$ cat config.mk
export PLATFORM = sky130hd
export DESIGN_NAME = mem_arbiter_flat
export DESIGN_NICKNAME = d
export VERILOG_FILES = /design/src/rtl/mem_arbiter_if.sv /design/src/rtl/mem_arbiter.sv /design/src/flat_wrapper.sv
export SDC_FILE = /design/constraint.sdc
export NUM_CORES = 1
export LEC_CHECK = 0
export CORE_MARGIN = 1.5
export CORE_UTILIZATION = 44
export DETAILED_ROUTE_END_ITERATION = 6
export GPL_TIMING_DRIVEN = 0
export HOLD_SLACK_MARGIN = 0.15
export PLACE_DENSITY_LB_ADDON = 0.08
export SLEW_MARGIN = 20
export SYNTH_ARGS = -nofsm -noshare
export SYNTH_HDL_FRONTEND = slang
export SYNTH_SLANG_ARGS = --single-unit
$ cat constraint.sdc
create_clock -name clk -period 4.1 [get_ports clk]
set_input_delay 0.82 -clock clk [delete_from_list [all_inputs] [get_ports clk]]
set_output_delay 0.82 -clock clk [all_outputs]
set_load 0.02 [all_outputs]
$ cat src/rtl/mem_arbiter_if.sv
// Bundle of the fetch port, data port and memory-side signals shared by mem_arbiter.
// The arbiter uses the slave view; requesters and the memory model use the master view.
interface mem_arbiter_if;
   logic        if_req;
   logic [31:0] if_addr;
   logic [31:0] if_data;
   logic        if_ack;

   logic        dm_req;
   logic        dm_we;
   logic [3:0]  dm_sel;
   logic [31:0] dm_addr;
   logic [31:0] dm_wdata;
   logic [31:0] dm_rdata;
   logic        dm_ack;

   logic        mem_ce;
   logic        mem_we;
   logic [3:0]  mem_sel;
   logic [31:0] mem_addr;
   logic [31:0] mem_wdata;
   logic [31:0] mem_rdata;

   logic        stallreq;

   modport slave (
      input  if_req, if_addr, dm_req, dm_we, dm_sel, dm_addr, dm_wdata, mem_rdata,
      output if_data, if_ack, dm_rdata, dm_ack,
      output mem_ce, mem_we, mem_sel, mem_addr, mem_wdata, stallreq
   );

   modport master (
      output if_req, if_addr, dm_req, dm_we, dm_sel, dm_addr, dm_wdata, mem_rdata,
      input  if_data, if_ack, dm_rdata, dm_ack,
      input  mem_ce, mem_we, mem_sel, mem_addr, mem_wdata, stallreq
   );
endinterface

$ cat src/rtl/mem_arbiter.sv
// Shares one multi-cycle single-ported memory between instruction fetch and data access.
// state   | meaning
// IDLE    | no access in flight; grants an eligible requester (also the ack cycle)
// BUSY_IF | fetch owns the memory, mem_ce held while the wait counter runs down
// BUSY_DM | data port owns the memory, mem_ce held while the wait counter runs down
module mem_arbiter #(
   parameter int unsigned WAIT_CYCLES = 2
) (
   input  logic          clk,
   input  logic          rst,
   mem_arbiter_if.slave  arb
);

   typedef enum logic [1:0] {
      IDLE    = 2'd0,
      BUSY_IF = 2'd1,
      BUSY_DM = 2'd2
   } state_t;

   localparam logic [3:0] CNT_LOAD = 4'(WAIT_CYCLES - 1);

   state_t      r_state;
   state_t      w_state_nxt;
   logic [3:0]  r_cnt;
   logic        r_last_grant;

   logic        r_mem_ce;
   logic        r_mem_we;
   logic [3:0]  r_mem_sel;
   logic [31:0] r_mem_addr;
   logic [31:0] r_mem_wdata;
   logic        r_if_ack;
   logic        r_dm_ack;
   logic [31:0] r_if_data;
   logic [31:0] r_dm_rdata;

   logic        w_if_elig;
   logic        w_dm_elig;
   logic        w_grant_if;
   logic        w_grant_dm;
   logic        w_done;

   // A request still high during its own ack cycle is the old one, not a new one.
   assign w_if_elig = arb.if_req & ~r_if_ack;
   assign w_dm_elig = arb.dm_req & ~r_dm_ack;

   always_ff @(posedge clk) begin
      if (rst) r_state <= IDLE;
      else     r_state <= w_state_nxt;
   end

   always_comb begin
      w_state_nxt = r_state;
      case (r_state)
         IDLE: begin
            if (w_grant_dm)      w_state_nxt = BUSY_DM;
            else if (w_grant_if) w_state_nxt = BUSY_IF;
         end
         BUSY_IF, BUSY_DM: begin
            if (r_cnt == 4'd0) w_state_nxt = IDLE;
         end
         default: w_state_nxt = IDLE;
      endcase
   end

   // Contention favours DM unless DM won last time, so the ports alternate.
   always_comb begin
      w_grant_dm = 1'b0;
      w_grant_if = 1'b0;
      w_done     = 1'b0;
      case (r_state)
         IDLE: begin
            w_grant_dm = w_dm_elig & (~w_if_elig | ~r_last_grant);
            w_grant_if = w_if_elig & ~w_grant_dm;
         end
         BUSY_IF, BUSY_DM: w_done = (r_cnt == 4'd0);
         default: ;
      endcase
   end

   always_ff @(posedge clk) begin
      if (rst) begin
         r_cnt        <= 4'd0;
         r_last_grant <= 1'b0;
         r_mem_ce     <= 1'b0;
         r_mem_we     <= 1'b0;
         r_mem_sel    <= 4'd0;
         r_mem_addr   <= 32'd0;
         r_mem_wdata  <= 32'd0;
         r_if_ack     <= 1'b0;
         r_dm_ack     <= 1'b0;
         r_if_data    <= 32'd0;
         r_dm_rdata   <= 32'd0;
      end else begin
         r_if_ack <= 1'b0;
         r_dm_ack <= 1'b0;
         if (w_grant_dm || w_grant_if) begin
            r_mem_ce     <= 1'b1;
            r_mem_we     <= w_grant_dm & arb.dm_we;
            r_mem_sel    <= w_grant_dm ? arb.dm_sel   : 4'hF;
            r_mem_addr   <= w_grant_dm ? arb.dm_addr  : arb.if_addr;
            r_mem_wdata  <= w_grant_dm ? arb.dm_wdata : 32'd0;
            r_cnt        <= CNT_LOAD;
            r_last_grant <= w_grant_dm;
         end else if (w_done) begin
            r_mem_ce    <= 1'b0;
            r_mem_we    <= 1'b0;
            r_mem_sel   <= 4'd0;
            r_mem_addr  <= 32'd0;
            r_mem_wdata <= 32'd0;
            if (r_state == BUSY_IF) begin
               r_if_data <= arb.mem_rdata;
               r_if_ack  <= 1'b1;
            end else begin
               if (!r_mem_we) r_dm_rdata <= arb.mem_rdata;
               r_dm_ack <= 1'b1;
            end
         end else if (r_state != IDLE) begin
            r_cnt <= r_cnt - 4'd1;
         end
      end
   end

   assign arb.mem_ce    = r_mem_ce;
   assign arb.mem_we    = r_mem_we;
   assign arb.mem_sel   = r_mem_sel;
   assign arb.mem_addr  = r_mem_addr;
   assign arb.mem_wdata = r_mem_wdata;
   assign arb.if_ack    = r_if_ack;
   assign arb.dm_ack    = r_dm_ack;
   assign arb.if_data   = r_if_data;
   assign arb.dm_rdata  = r_dm_rdata;
   assign arb.stallreq  = (arb.if_req & ~r_if_ack) | (arb.dm_req & ~r_dm_ack);

endmodule
$ cat src/flat_wrapper.sv
// flat-port wrapper written by rule: the top's interface ports become plain ports
module mem_arbiter_flat 
#(
   parameter int unsigned WAIT_CYCLES = 2
)
  (clk, rst, arb_if_req, arb_if_addr, arb_dm_req, arb_dm_we, arb_dm_sel, arb_dm_addr, arb_dm_wdata, arb_mem_rdata, arb_if_data, arb_if_ack, arb_dm_rdata, arb_dm_ack, arb_mem_ce, arb_mem_we, arb_mem_sel, arb_mem_addr, arb_mem_wdata, arb_stallreq);
  mem_arbiter_if arb_i ();
  input  logic clk;
  input  logic rst;
  input wire logic [$bits(arb_i.if_req)-1:0] arb_if_req;
  input wire logic [$bits(arb_i.if_addr)-1:0] arb_if_addr;
  input wire logic [$bits(arb_i.dm_req)-1:0] arb_dm_req;
  input wire logic [$bits(arb_i.dm_we)-1:0] arb_dm_we;
  input wire logic [$bits(arb_i.dm_sel)-1:0] arb_dm_sel;
  input wire logic [$bits(arb_i.dm_addr)-1:0] arb_dm_addr;
  input wire logic [$bits(arb_i.dm_wdata)-1:0] arb_dm_wdata;
  input wire logic [$bits(arb_i.mem_rdata)-1:0] arb_mem_rdata;
  output wire logic [$bits(arb_i.if_data)-1:0] arb_if_data;
  output wire logic [$bits(arb_i.if_ack)-1:0] arb_if_ack;
  output wire logic [$bits(arb_i.dm_rdata)-1:0] arb_dm_rdata;
  output wire logic [$bits(arb_i.dm_ack)-1:0] arb_dm_ack;
  output wire logic [$bits(arb_i.mem_ce)-1:0] arb_mem_ce;
  output wire logic [$bits(arb_i.mem_we)-1:0] arb_mem_we;
  output wire logic [$bits(arb_i.mem_sel)-1:0] arb_mem_sel;
  output wire logic [$bits(arb_i.mem_addr)-1:0] arb_mem_addr;
  output wire logic [$bits(arb_i.mem_wdata)-1:0] arb_mem_wdata;
  output wire logic [$bits(arb_i.stallreq)-1:0] arb_stallreq;
  assign arb_i.if_req = arb_if_req;
  assign arb_i.if_addr = arb_if_addr;
  assign arb_i.dm_req = arb_dm_req;
  assign arb_i.dm_we = arb_dm_we;
  assign arb_i.dm_sel = arb_dm_sel;
  assign arb_i.dm_addr = arb_dm_addr;
  assign arb_i.dm_wdata = arb_dm_wdata;
  assign arb_i.mem_rdata = arb_mem_rdata;
  assign arb_if_data = arb_i.if_data;
  assign arb_if_ack = arb_i.if_ack;
  assign arb_dm_rdata = arb_i.dm_rdata;
  assign arb_dm_ack = arb_i.dm_ack;
  assign arb_mem_ce = arb_i.mem_ce;
  assign arb_mem_we = arb_i.mem_we;
  assign arb_mem_sel = arb_i.mem_sel;
  assign arb_mem_addr = arb_i.mem_addr;
  assign arb_mem_wdata = arb_i.mem_wdata;
  assign arb_stallreq = arb_i.stallreq;
  mem_arbiter #(.WAIT_CYCLES(WAIT_CYCLES)) u_core (.clk(clk), .rst(rst), .arb(arb_i));
endmodule
After elaboration in Yosys (flattened, before gate mapping)

Index checks and enable logic that the tools add are counted.
W data, S select, Z words.

Add/sub/neg operators: 1
Bitwise gates (word level): 16
Muxes and demuxes: 23
Eq/ne operators: 5
Reduce and logical (&&, ||, !) cells: 14

Operators by type and width:

| operator              | number |
|---|---|
| $mux W32              | 5 |
| $mux W4               | 3 |
| $mux W1               | 11 |
| $not A1 Y1            | 9 |
| $mux W2               | 3 |
| $reduce_and A2 Y1     | 3 |
| $reduce_bool A2 Y1    | 3 |
| $and A1 B1 Y1         | 5 |
| $logic_not A4 Y1      | 1 |
| $pmux W2 S2           | 1 |
| $reduce_and A4 Y1     | 1 |
| $reduce_or A2 Y1      | 2 |
| $sub A4 B1 Y4 const B | 1 |
| $ne A3 B1 Y1 const B  | 1 |
| $reduce_and A3 Y1     | 1 |
| $reduce_or A3 Y1      | 1 |
| $eq A2 B1 Y1 const B  | 1 |
| $eq A2 B2 Y1 const B  | 1 |
| $logic_not A2 Y1      | 1 |
| $ne A2 B1 Y1 const B  | 1 |
| $ne A2 B2 Y1 const B  | 1 |
| $or A1 B1 Y1          | 2 |
| $logic_or A1 B1 Y1    | 1 |

Output and inout port bits: 137
Logic and storage cells: 72
Register bits after elaboration: 143

Depth between registers and ports, before layout

Gate-level depths: netlist of run 1.

Depth after elaboration: 11
Mapped depth: 8

Least setup slack after synthesis of run 1

OpenSTA, ideal clock, no wires.

Path kind: input to output
Start point: input port arb_dm_req
End point: output port arb_stallreq
Required time: 3.280 ns
Stages on the path: 2
Slack: 2.193 ns
Data arrival time: 1.087 ns
Cell sequence: nand2b_2 nand2_1

Longest elaborated chain between the ends: 2

RTL lines:

| what          | RTL line           | source |
|---|---|---|
| from (decl)   | flat_wrapper.sv:12 | `input wire logic [$bits(arb_i.dm_req)-1:0] arb_dm_req;` |
| $and A1 B1 Y1 | mem_arbiter.sv:133 | `assign arb.stallreq = (arb.if_req & ~r_if_ack) \| (arb.dm_req & ~r_dm_ack);` |
| $or A1 B1 Y1  | mem_arbiter.sv:133 |  |
| to (decl)     | flat_wrapper.sv:27 | `output wire logic [$bits(arb_i.stallreq)-1:0] arb_stallreq;` |

No other way between the ends.

Worst setup path in the final report of run 1

Start point: input port arb_if_req
End point: output port arb_stallreq

Longest elaborated chain between the ends: 2

RTL lines:

| what          | RTL line           | source |
|---|---|---|
| from (decl)   | flat_wrapper.sv:10 | `input wire logic [$bits(arb_i.if_req)-1:0] arb_if_req;` |
| $and A1 B1 Y1 | mem_arbiter.sv:133 |  |
| $or A1 B1 Y1  | mem_arbiter.sv:133 |  |

No other way between the ends.

==> impl_metrics.json, run 1 <==
{
  "holdPathStages": 2,
  "setup_viol": 0,
  "internal_power_mw": 3.10,
  "synthesis.nets": 796,
  "critical_path.startpoint_type": "input pin",
  "worst_r2r_path_depth": 7,
  "clock_network_fraction_of_total_power_pct": 30.6,
  "track_usage_pct": 26.9,
  "net-switching-power_mw": 1.48,
  "min_path_type": "register to register",
  "numPortBuffers": 272,
  "fin_skew_ns": 0.00747,
  "largest_family_of_logic_cells_by_synthesized_area": "compound AO/OA/AOI/OAI gates",
  "hpwlAfterDp_mm": 14.2,
  "status": "completed",
  "core_sq_um": 12800,
  "placedCellCount": 1098,
  "sequentialPowerShare_pct": 36.4,
  "floorplan.die.width_microns": 118,
  "leakagePower_nw": 3.37,
  "synth.area.top_cells": "sky130_fd_sc_hd__dfxtp_1 (49%), sky130_fd_sc_hd__a21oi_1 (8.6%), sky130_fd_sc_hd__nand2b_1 (6.8%)",
  "path_cells": "clkdlybuf4s50_1, nand2b_2, nand2_1, clkdlybuf4s50_1",
  "avgSynthCellArea_sq_um": 8.94,
  "h_tree_level_count": 4,
  "netlist-cell-type-count": 37,
  "instances_no_fill": 1128,
  "cts.repair_timing.setup_buffer_count": 0,
  "synth_compound_area_share_pct": 19.6,
  "tightest_slew_ns": 0.580,
  "clock_insertion_delay_worst_skew_ns": 0.42,
  "synth_cells": 654,
  "placement_rows": 41,
  "antenna_diode_count": 0,
  "maximum_fanout_count_along_the_critical_path": 5,
  "drt-pass1-iter-count": 5,
  "critical_path_required_ns": 3.28,
  "die_h_microns": 118,
  "ir_worst_vdd_mv": 0.307,
  "synth-seq-area-share_pct": 49.0,
  "synth_fa_ha_area_share_pct": 1.07,
  "rsz0062_at_grt": "false",
  "finalHoldViolCount": 0,
  "routed_via_density": 5.28,
  "post_cts_resize_count": 0,
  "switching_share_of_total_power_pct": 32.3,
  "drv_cap": 0,
  "critPathMaxStageDelay_ns": 0.65,
  "top_usage_layer": "met2",
  "final_layout_size_suffix_gt1_share_pct": 6.59,
  "cp_slowest_cell": "sky130_fd_sc_hd__clkdlybuf4s50_1",
  "cts_inserted_buffers": 17,
  "start_util_pct": 45.8,
  "element_type_at_the_critical_path_end": "output port",
  "yosys.area_share.simple_pct": 19.2,
  "timing.max_slew.rel_slack_pct": 61.3,
  "globalRouteOverflowTotal": 0,
  "max_freq_ghz": 0.331,
  "cts-root-buf": "sky130_fd_sc_hd__clkbuf_16",
  "tritoncts": "built",
  "grt_first_pass_wirelength_mm": 29.9,
  "path_buf_inv": 2,
  "timing.final.max_slew_violations": 0,
  "antenna_violations_before_repair": 0,
  "yosys_reg_bits": 143,
  "average_routed_wire_per_standard_cell_microns": 16.7,
  "drc_errors_left": 0,
  "netlist_area_sq_um": 5850,
  "nets": 1087,
  "worst_setup_hold_path_clk_slew_ns": 0.06,
  "synth.area.mux_share_pct": 5.65,
  "cts.path.max_buffers": 2,
  "hold_buffers": 0,
  "totalNegativeSetupSlack_ns": 0,
  "reg2reg_slack_ns": 2.03,
  "layout-area-overhead-vs-synth_pct": 59.5,
  "first_global_vias": 6006,
  "p_total_mw": 4.59,
  "grt_start_max_net_pins": 17,
  "drt_first_iter_violations": 356,
  "yosysWarnings": 0,
  "synth_top_cell_area_share_pct": 49.0,
  "globalRouteMet1Util_pct": 30.5,
  "antenna_left": 0,
  "worst_path_dominant_cell_family": "buffers and inverters",
  "min_period_over_period_pct": 73.6,
  "synth_xor_area_share_pct": 0,
  "period_needed_ns": 3.02,
  "postLayoutSetupSlackWorst_ns": 1.08,
  "power.density_cell_area_nw_per_um2": 492,
  "dpl_worst_slack_ns": 1.09,
  "count_of_boundary_i_o_pins": 274,
  "cts_num_sinks": 143,
  "power.share.combinational_pct": 33.0,
  "gpl.final_weighted_congestion": 0.805,
  "groute.layer.met2.usage_pct": 45.8,
  "worst_path_class_setup": "input pin to output port",
  "vias": 5953,
  "global_route.usage.met3_pct": 8.49,
  "number_of_logic_stages_on_the_critical_path_including_buffering": 4,
  "synth_area_leader_cell": "sky130_fd_sc_hd__dfxtp_1",
  "totalWireLength_mm": 18.9,
  "floorplan.die_area_sq_um": 14000,
  "arrival_ns": 2.20,
  "path_common_cell": "sky130_fd_sc_hd__clkdlybuf4s50_1"
}
## synthesized netlist by cell type
library cell                  n
sky130_fd_sc_hd__a21bo_2      1
sky130_fd_sc_hd__o32ai_1      1
sky130_fd_sc_hd__and2_1       2
sky130_fd_sc_hd__inv_1        5
sky130_fd_sc_hd__and3b_1      1
sky130_fd_sc_hd__or3b_1       1
sky130_fd_sc_hd__a21o_1       1
sky130_fd_sc_hd__nor2_1      39
sky130_fd_sc_hd__nor4_1       1
sky130_fd_sc_hd__a31oi_1      4
sky130_fd_sc_hd__nand2_1    106
sky130_fd_sc_hd__a211oi_1    33
sky130_fd_sc_hd__mux2i_1     33
sky130_fd_sc_hd__o2111ai_1    1
sky130_fd_sc_hd__nand3b_1     1
sky130_fd_sc_hd__buf_4        4
sky130_fd_sc_hd__and4bb_1     1
sky130_fd_sc_hd__a21boi_4     1
sky130_fd_sc_hd__nor4_4       1
sky130_fd_sc_hd__nand3_1      5
sky130_fd_sc_hd__a32oi_1     34
sky130_fd_sc_hd__clkbuf_1    29
sky130_fd_sc_hd__nand2b_1    64
sky130_fd_sc_hd__buf_1        2
sky130_fd_sc_hd__nand4bb_4    1
sky130_fd_sc_hd__a21oi_1    100
sky130_fd_sc_hd__and3_1       1
sky130_fd_sc_hd__o31ai_1      1
sky130_fd_sc_hd__nand2b_2     2
sky130_fd_sc_hd__dfxtp_1    143
sky130_fd_sc_hd__buf_2       18
sky130_fd_sc_hd__nor3_1       2
sky130_fd_sc_hd__ha_1         5
sky130_fd_sc_hd__o21ai_0      1
sky130_fd_sc_hd__or4_1        2
sky130_fd_sc_hd__buf_6        6
sky130_fd_sc_hd__a2111oi_0    1
## state kept, by name (all words and copies together), names as in the netlist, 2 cells and up
register              cells
u_core.r_state            2
u_core.arb.if_data       32
u_core.arb.mem_wdata     32
u_core.arb.dm_rdata      32
u_core.arb.mem_addr      32
u_core.r_cnt              4
u_core.arb.mem_sel        4
## per-stage QoR
stage / instance area [sq um] / utilization (%) / hold slack [ns]
after floorplan: 5850 / - / 0.449
after global placement: 8790 / 68.8 / 0.443
after detailed placement: 8790 / 68.8 / 0.448
after CTS: 9330 / 73.0 / 0.456
after global routing: 9330 / 73.0 / 0.473
final: 9330 / 73.0 / 0.452
## power by group through the flow
| stage | Sequential (mW) | Clock (mW) | Combinational [mW] |
|---|---|---|---|
| finish | 1.67 | 1.41 | 1.51 |
| global route | 1.69 | 1.49 | 1.63 |
| CTS | 1.67 | 1.42 | 1.52 |
| detailed placement | 1.69 | 0 | 1.50 |
| global placement | 1.68 | 0 | 1.47 |
| floorplan | 1.87 | 0 | 0.665 |
## cell type report
class,count,area [sq um]
repair buffers,272,2720
well taps,172,215
fillers,925,3440
clock buffers,24,512
plain buffers,59,304
flip-flops and latches,143,2860
inverters,5,18.8
multi-input cells,447,2660
clock inverters,6,32.5
## worst paths after layout
check	start	to
max	arb_if_req	arb_stallreq
min	u_core.arb.if_data[12]	u_core.arb.if_data[12]
max reg2reg	u_core.r_state[0]	u_core.arb.if_data[28]
min reg2reg	u_core.arb.if_data[12]	u_core.arb.if_data[12]
## cell families (layout without fill, tap and decap cells)
kind of cell             Yosys count  after routing
AND/OR/NAND/NOR                  230            230
AO/OA/AOI/OAI                    179            179
flip-flops                       143            143
buffers and inverters             64            366
multiplexers                      33             33
adder cells (fa/ha/maj)            5              5
## worst reg2reg max path, stage by stage, from the launching register on
cell and delay (ns):
sky130_fd_sc_hd__dfxtp_1 0.36, sky130_fd_sc_hd__inv_1 0.07, sky130_fd_sc_hd__ha_1 0.38, sky130_fd_sc_hd__and4bb_1 0.28
sky130_fd_sc_hd__nand2_1 0.18, sky130_fd_sc_hd__clkbuf_1 0.44, sky130_fd_sc_hd__nand2_1 0.14, sky130_fd_sc_hd__a21oi_1 0.16
## placed cells by master (no fill, tap or decap), types with 2 or more instances in the layout
cell	instances
sky130_fd_sc_hd__nor2_1	39
sky130_fd_sc_hd__a32oi_1	34
sky130_fd_sc_hd__buf_1	2
sky130_fd_sc_hd__nand2b_2	2
sky130_fd_sc_hd__mux2i_1	33
sky130_fd_sc_hd__buf_4	4
sky130_fd_sc_hd__a211oi_1	33
sky130_fd_sc_hd__clkbuf_1	30
sky130_fd_sc_hd__and2_1	2
sky130_fd_sc_hd__clkbuf_8	6
sky130_fd_sc_hd__clkbuf_16	17
sky130_fd_sc_hd__nand3_1	5
sky130_fd_sc_hd__clkdlybuf4s50_1	272
sky130_fd_sc_hd__nor3_1	2
sky130_fd_sc_hd__buf_6	6
sky130_fd_sc_hd__buf_2	18
sky130_fd_sc_hd__or4_1	2
sky130_fd_sc_hd__nand2_1	106
sky130_fd_sc_hd__nand2b_1	64
sky130_fd_sc_hd__a21oi_1	100
sky130_fd_sc_hd__ha_1	5
sky130_fd_sc_hd__a31oi_1	4
sky130_fd_sc_hd__clkinv_2	5
sky130_fd_sc_hd__inv_1	5
sky130_fd_sc_hd__dfxtp_1	143
## per-layer routing
layer	up-vias	routed length, microns
met5	-	0
met4	0	689
met3	48	1480
met2	257	9220
met1	2791	7460
li1	2857	-
Note: power is estimated with default switching activity, not from simulation.
==> run 2: changes to the inputs <==
--- a/config.mk
+++ b/config.mk
@@ -6,7 +6,7 @@
 export NUM_CORES = 1
 export LEC_CHECK = 0
 export CORE_MARGIN = 1.5
-export CORE_UTILIZATION = 44
+export CORE_UTILIZATION = 41
 export DETAILED_ROUTE_END_ITERATION = 6
 export GPL_TIMING_DRIVEN = 0
 export HOLD_SLACK_MARGIN = 0.15
==> constraint.sdc (replaced) <==
create_clock -name clk -period 3.1 [get_ports clk]
set_input_delay 0.62 -clock clk [delete_from_list [all_inputs] [get_ports clk]]
set_output_delay 0.62 -clock clk [all_outputs]
set_load 0.02 [all_outputs]
==> run 2 against run 1 <==
Against the previous run:
- global-route usage down 1.6 points
- non-clock buffer count did not move
- combinational power rose by 34%
- clock skew increased by 0.0028 ns
- final area is 0.27% higher
- via count up 0.13%
- first-iteration DRC count is 14% lower
- register-to-register slack lost 1.0 ns
- sequential share of layout area is 0.082 points lower
==> impl_metrics.json, run 2 (same netlist as run 1, synthesis figures left out) <==
{
  "core_sq_um": 13900,
  "die_h_microns": 122,
  "critical_path.startpoint_type": "input pin",
  "min_period_over_period_pct": 84.7,
  "power.density_cell_area_nw_per_um2": 660,
  "maximum_fanout_count_along_the_critical_path": 5,
  "gpl.final_weighted_congestion": 0.860,
  "track_usage_pct": 25.4,
  "drt-pass1-iter-count": 5,
  "hpwlAfterDp_mm": 14.6,
  "min_path_type": "register to register",
  "drt_first_iter_violations": 305,
  "path_common_cell": "sky130_fd_sc_hd__clkdlybuf4s50_1",
  "n_fill_cell": 1145,
  "cts.repair_timing.setup_buffer_count": 0,
  "tightest_slew_ns": 0.566,
  "leakagePower_nw": 3.37,
  "final_cell_area_sq_um": 9360,
  "globalRouteOverflowTotal": 0,
  "timing.max_slew.rel_slack_pct": 62.0,
  "hold-worst-slack_ns": 0.453,
  "floorplan.die_area_sq_um": 15000,
  "cts.path.max_buffers": 2,
  "totalWireLength_mm": 19.5,
  "placement_rows": 43,
  "worst_path_dominant_cell_family": "buffers and inverters",
  "antenna_diode_count": 0,
  "cts_num_sinks": 143,
  "nets": 1087,
  "ff_latch_area_sq_um": 2860,
  "rsz0062_at_grt": "false",
  "placed_area_sq_um": 8800,
  "max_freq_ghz": 0.381,
  "count_of_boundary_i_o_pins": 274,
  "hold_buffers": 0,
  "layout-area-overhead-vs-synth_pct": 60.0,
  "cts_inserted_buffers": 17,
  "placedCellCount": 1106,
  "layout_common_cells": "sky130_fd_sc_hd__clkdlybuf4s50_1 (272), sky130_fd_sc_hd__dfxtp_1 (143), sky130_fd_sc_hd__nand2_1 (106)",
  "timing.final.max_slew_violations": 0,
  "path_cells": "clkdlybuf4s50_1, nand2b_2, nand2_1, clkdlybuf4s50_1",
  "final_layout_size_suffix_gt1_share_pct": 6.49,
  "arrival_ns": 2.01,
  "status": "completed",
  "floorplan.die.width_microns": 122,
  "grt_first_pass_wirelength_mm": 29.7,
  "critPathMaxStageDelay_ns": 0.64,
  "setup_viol": 0,
  "layout.cells.most_common": "sky130_fd_sc_hd__clkdlybuf4s50_1",
  "first_global_vias": 5987,
  "worst_setup_hold_path_clk_slew_ns": 0.05,
  "routed_via_density": 5.25,
  "cts-root-buf": "sky130_fd_sc_hd__clkbuf_16",
  "clock_insertion_delay_worst_skew_ns": 0.42,
  "h_tree_level_count": 4,
  "fin_skew_ns": 0.0103,
  "path_buf_inv": 2,
  "tritoncts": "built",
  "antenna_left": 0,
  "multi_input_area_sq_um": 2660,
  "critical_path_required_ns": 2.48,
  "start_util_pct": 42.1,
  "drc_errors_left": 0,
  "ir_worst_vdd_mv": 0.412,
  "vias": 5961,
  "average_routed_wire_per_standard_cell_microns": 17.1,
  "numPortBuffers": 272,
  "grt_start_max_net_pins": 17,
  "worst_path_class_setup": "input pin to output port",
  "antenna_violations_before_repair": 0,
  "element_type_at_the_critical_path_end": "output port",
  "post_cts_resize_count": 0,
  "instances_no_fill": 1136,
  "finalHoldViolCount": 0,
  "totalNegativeSetupSlack_ns": 0,
  "period_needed_ns": 2.63,
  "cp_slowest_cell": "sky130_fd_sc_hd__clkdlybuf4s50_1",
  "drv_cap": 0
}
run 2: cell types whose count changed in the layout (fill, tap and decap cells not counted):
cell and change:
sky130_fd_sc_hd__bufinv_16 +1, sky130_fd_sc_hd__clkbuf_1 +1, sky130_fd_sc_hd__clkinv_2 -1, sky130_fd_sc_hd__clkbuf_8 -1
run 2: area by class of cell:
class,count,area share [%]
multi-input combinational,447,28.5
timing repair buffer,272,29.1
sequential,143,30.6
tap,180,2.41
buffer,59,3.25
clock buffer,24,5.36
clock inverter,6,0.615
inverter,5,0.201
run 2: worst paths after layout:
| check | endpoint | cells after the start | slack, ns | startpoint |
|---|---|---|---|---|
| setup / recovery | arb_stallreq | 4 | 0.47 | arb_if_req |
| hold / removal | u_core.arb.if_data[22] | 2 | 0.45 | u_core.arb.if_data[22] |
| setup reg to reg | u_core.arb.dm_rdata[26] | 6 | 1.01 | u_core.r_state[0] |
| hold reg to reg | u_core.arb.if_data[22] | 2 | 0.45 | u_core.arb.if_data[22] |
run 2: power by group:
part	total (mW)	leakage, nW	internal, mW	switching (mW)
Combinational	2.03	1.93	0.904	1.12
Clock	1.94	0.278	1.19	0.745
Sequential	2.21	1.17	2.07	0.138
run 2: worst min-delay path, cell delays in order, from the launching register on:
cell	delay, ns
sky130_fd_sc_hd__dfxtp_1	0.30
sky130_fd_sc_hd__nand2_1	0.05
sky130_fd_sc_hd__a21oi_1	0.05
run 2: per-stage QoR:
| stage | util [%] | setup WS (ns) | power, mW |
|---|---|---|---|
| 2_1_floorplan | - | 1.36 | 3.35 |
| 3_3_place_gp | 63.4 | 0.485 | 4.19 |
| 3_5_place_dp | 63.4 | 0.483 | 4.24 |
| 4_1_cts | 67.4 | 0.477 | 6.19 |
| 5_1_grt | 67.4 | 0.445 | 6.44 |
| 6_report | 67.4 | 0.474 | 6.17 |
run 2: layer usage:
layer / part of all wire [%] / wire length, microns / vias up / track usage, %
met2: 50 / 9780 / 251 / 45.4
met5: 0 / 0 / - / 0
met1: 39 / 7560 / 2822 / 27.3
met3: 8.9 / 1740 / 30 / 9.11
li1: - / - / 2858 / -
met4: 2.0 / 395 / 0 / 9.74
==> run 3: changes to the inputs <==
--- a/config.mk
+++ b/config.mk
@@ -6,7 +6,7 @@
 export NUM_CORES = 1
 export LEC_CHECK = 0
 export CORE_MARGIN = 1.5
-export CORE_UTILIZATION = 41
+export CORE_UTILIZATION = 37
 export DETAILED_ROUTE_END_ITERATION = 6
 export GPL_TIMING_DRIVEN = 0
 export HOLD_SLACK_MARGIN = 0.15
==> constraint.sdc (replaced) <==
create_clock -name clk -period 2.13 [get_ports clk]
set_input_delay 0.426 -clock clk [delete_from_list [all_inputs] [get_ports clk]]
set_output_delay 0.426 -clock clk [all_outputs]
set_load 0.02 [all_outputs]
==> run 3 against run 2 <==
Against the previous run:
- non-clock buffer count grew 2
- sequential share of layout area shrank 0.15 points
- utilization shrank 6.0 points
- largest cell class unchanged
==> impl_metrics.json, run 3 (same netlist as run 1, synthesis figures left out) <==
{
  "status": "completed",
  "antenna_diode_count": 0,
  "holdPathStages": 3,
  "critical_path.startpoint_type": "input pin",
  "net-switching-power_mw": 2.91,
  "clock_network_fraction_of_total_power_pct": 30.6,
  "layout.cells.most_common": "sky130_fd_sc_hd__clkdlybuf4s50_1",
  "nets": 1089,
  "routed_via_density": 5.00,
  "switching_share_of_total_power_pct": 32.9,
  "drt_first_iter_violations": 244,
  "critical_path_required_ns": 1.70,
  "power.density_cell_area_nw_per_um2": 941,
  "final_layout_size_suffix_gt1_share_pct": 7.61,
  "groute.layer.met2.usage_pct": 39.9,
  "worst_path_class_setup": "input pin to output port",
  "placed_area_sq_um": 8830,
  "gpl.final_weighted_congestion": 0.803,
  "cts_inserted_buffers": 17,
  "antenna_left": 0,
  "min_delay_worst_endpoint": "u_core.arb.dm_rdata[0]",
  "drt-pass1-iter-count": 6,
  "hold_buffers": 0,
  "reg2reg_slack_ns": 0.17,
  "top_usage_layer": "met2",
  "layout-area-overhead-vs-synth_pct": 60.7,
  "h_tree_level_count": 4,
  "global_route.usage.met3_pct": 8.73,
  "count_of_boundary_i_o_pins": 274,
  "first_global_vias": 5983,
  "period_needed_ns": 1.97,
  "critical_path.reg2reg.startpoint": "u_core.r_state[0]",
  "vias": 5850,
  "cts-root-buf": "sky130_fd_sc_hd__clkbuf_16",
  "clock_insertion_delay_worst_skew_ns": 0.41,
  "tritoncts": "built",
  "fin_skew_ns": 0.00690,
  "core_sq_um": 15300,
  "sequentialPowerShare_pct": 36.2,
  "timing.final.max_slew_violations": 0,
  "timing.max_slew.rel_slack_pct": 60.3,
  "die_h_microns": 129,
  "worst_setup_hold_path_clk_slew_ns": 0.06,
  "drc_errors_left": 0,
  "min_period_over_period_pct": 92.3,
  "antenna_violations_before_repair": 0,
  "cts_num_sinks": 143,
  "globalRouteOverflowTotal": 0,
  "cts.path.max_buffers": 2,
  "track_usage_pct": 22.9,
  "hpwlAfterDp_mm": 14.7,
  "totalWireLength_mm": 19.1,
  "element_type_at_the_critical_path_end": "output port",
  "hold-worst-slack_ns": 0.410,
  "average_routed_wire_per_standard_cell_microns": 16.3,
  "critical_path.reg2reg.endpoint": "u_core.arb.mem_wdata[13]",
  "power.share.combinational_pct": 33.2,
  "grt_first_pass_wirelength_mm": 29.8,
  "arrival_ns": 1.54,
  "n_fill_cell": 1358,
  "finalHoldViolCount": 0,
  "drv_cap": 0,
  "timing.hold.worst.start": "rst",
  "min_path_type": "input pin to register",
  "tightest_slew_ns": 0.594,
  "floorplan.die_area_sq_um": 16600,
  "floorplan.die.width_microns": 129,
  "maximum_fanout_count_along_the_critical_path": 5,
  "setup_viol": 0,
  "rsz0062_at_grt": "false",
  "globalRouteMet1Util_pct": 25.8,
  "start_util_pct": 38.2,
  "layout_common_cells": "sky130_fd_sc_hd__clkdlybuf4s50_1 (271), sky130_fd_sc_hd__dfxtp_1 (143), sky130_fd_sc_hd__nand2_1 (106)",
  "max_freq_ghz": 0.508,
  "leakagePower_nw": 3.38,
  "worst_r2r_path_depth": 7,
  "grt_start_max_net_pins": 17,
  "final_cell_area_sq_um": 9400,
  "numPortBuffers": 272,
  "ir_worst_vdd_mv": 0.553,
  "internal_power_mw": 5.93,
  "placement_rows": 45
}
==> run 3: through the flow <==
stage / TNS [ns] / power, mW / std cells / util (%) / setup slack [ns]
after floorplan: 0 / 4.88 / 654 / - / 0.394
after global placement: -2.28 / 6.10 / 1137 / 57.7 / -0.105
after detailed placement: -6.57 / 6.16 / 1137 / 57.7 / -0.169
after CTS: 0 / 8.88 / 1168 / 61.2 / 0.0240
after global routing: 0 / 9.29 / 1170 / 61.4 / 0.0221
final: 0 / 8.84 / 1170 / 61.4 / 0.163
==> run 3: how the worst max path moves through the flow <==
stage                            from                      end
detailed placement         arb_if_req   u_core.arb.dm_rdata[7]
CTS                 u_core.r_state[0]  u_core.arb.dm_rdata[16]
floorplan           u_core.r_state[0]   u_core.arb.dm_rdata[0]
global placement           arb_if_req             arb_stallreq
finish                     arb_if_req             arb_stallreq
global route        u_core.r_state[0]  u_core.arb.mem_wdata[9]
==> run 3: critical path: stages <==
cell,delay (ns)
sky130_fd_sc_hd__clkdlybuf4s50_1,0.54
sky130_fd_sc_hd__nand2b_2,0.13
sky130_fd_sc_hd__nand2_1,0.09
sky130_fd_sc_hd__dlygate4sd2_1,0.36
==> run 3: power groups by stage <==
stage / clock network, mW / logic (mW) / registers [mW]
5_1_grt: 2.88 / 3.17 / 3.24
6_report: 2.71 / 2.94 / 3.20
3_5_place_dp: 0 / 2.91 / 3.25
3_3_place_gp: 0 / 2.86 / 3.23
2_1_floorplan: 0 / 1.28 / 3.60
4_1_cts: 2.75 / 2.93 / 3.20
==> run 3: routing by layer <==
| metal | vias to the layer above | part of all wire (%) |
|---|---|---|
| met5 | - | 0 |
| met4 | 0 | 1.9 |
| met3 | 25 | 8.9 |
| met2 | 221 | 49 |
| met1 | 2741 | 40 |
| li1 | 2863 | - |
==> run 3: cell type report <==
type	count	area (sq um)	share of cell area [%]
plain buffers	59	312	3.31
clock buffers	21	480	5.11
clock inverters	10	63.8	0.679
inverters	5	18.8	0.200
multi-input cells	447	2660	28.3
flip-flops and latches	143	2860	30.5
well taps	211	264	2.81
repair buffers	274	2740	29.1
==> run 3: repair_timing <==
item / CTS / global route
setup endpoints to repair: 1 / 75
pin swaps: 0 / 1
resized for setup: 1 / 11
setup buffers: 0 / 2
hold endpoints to repair: 0 / 0
cloned: 0 / 0
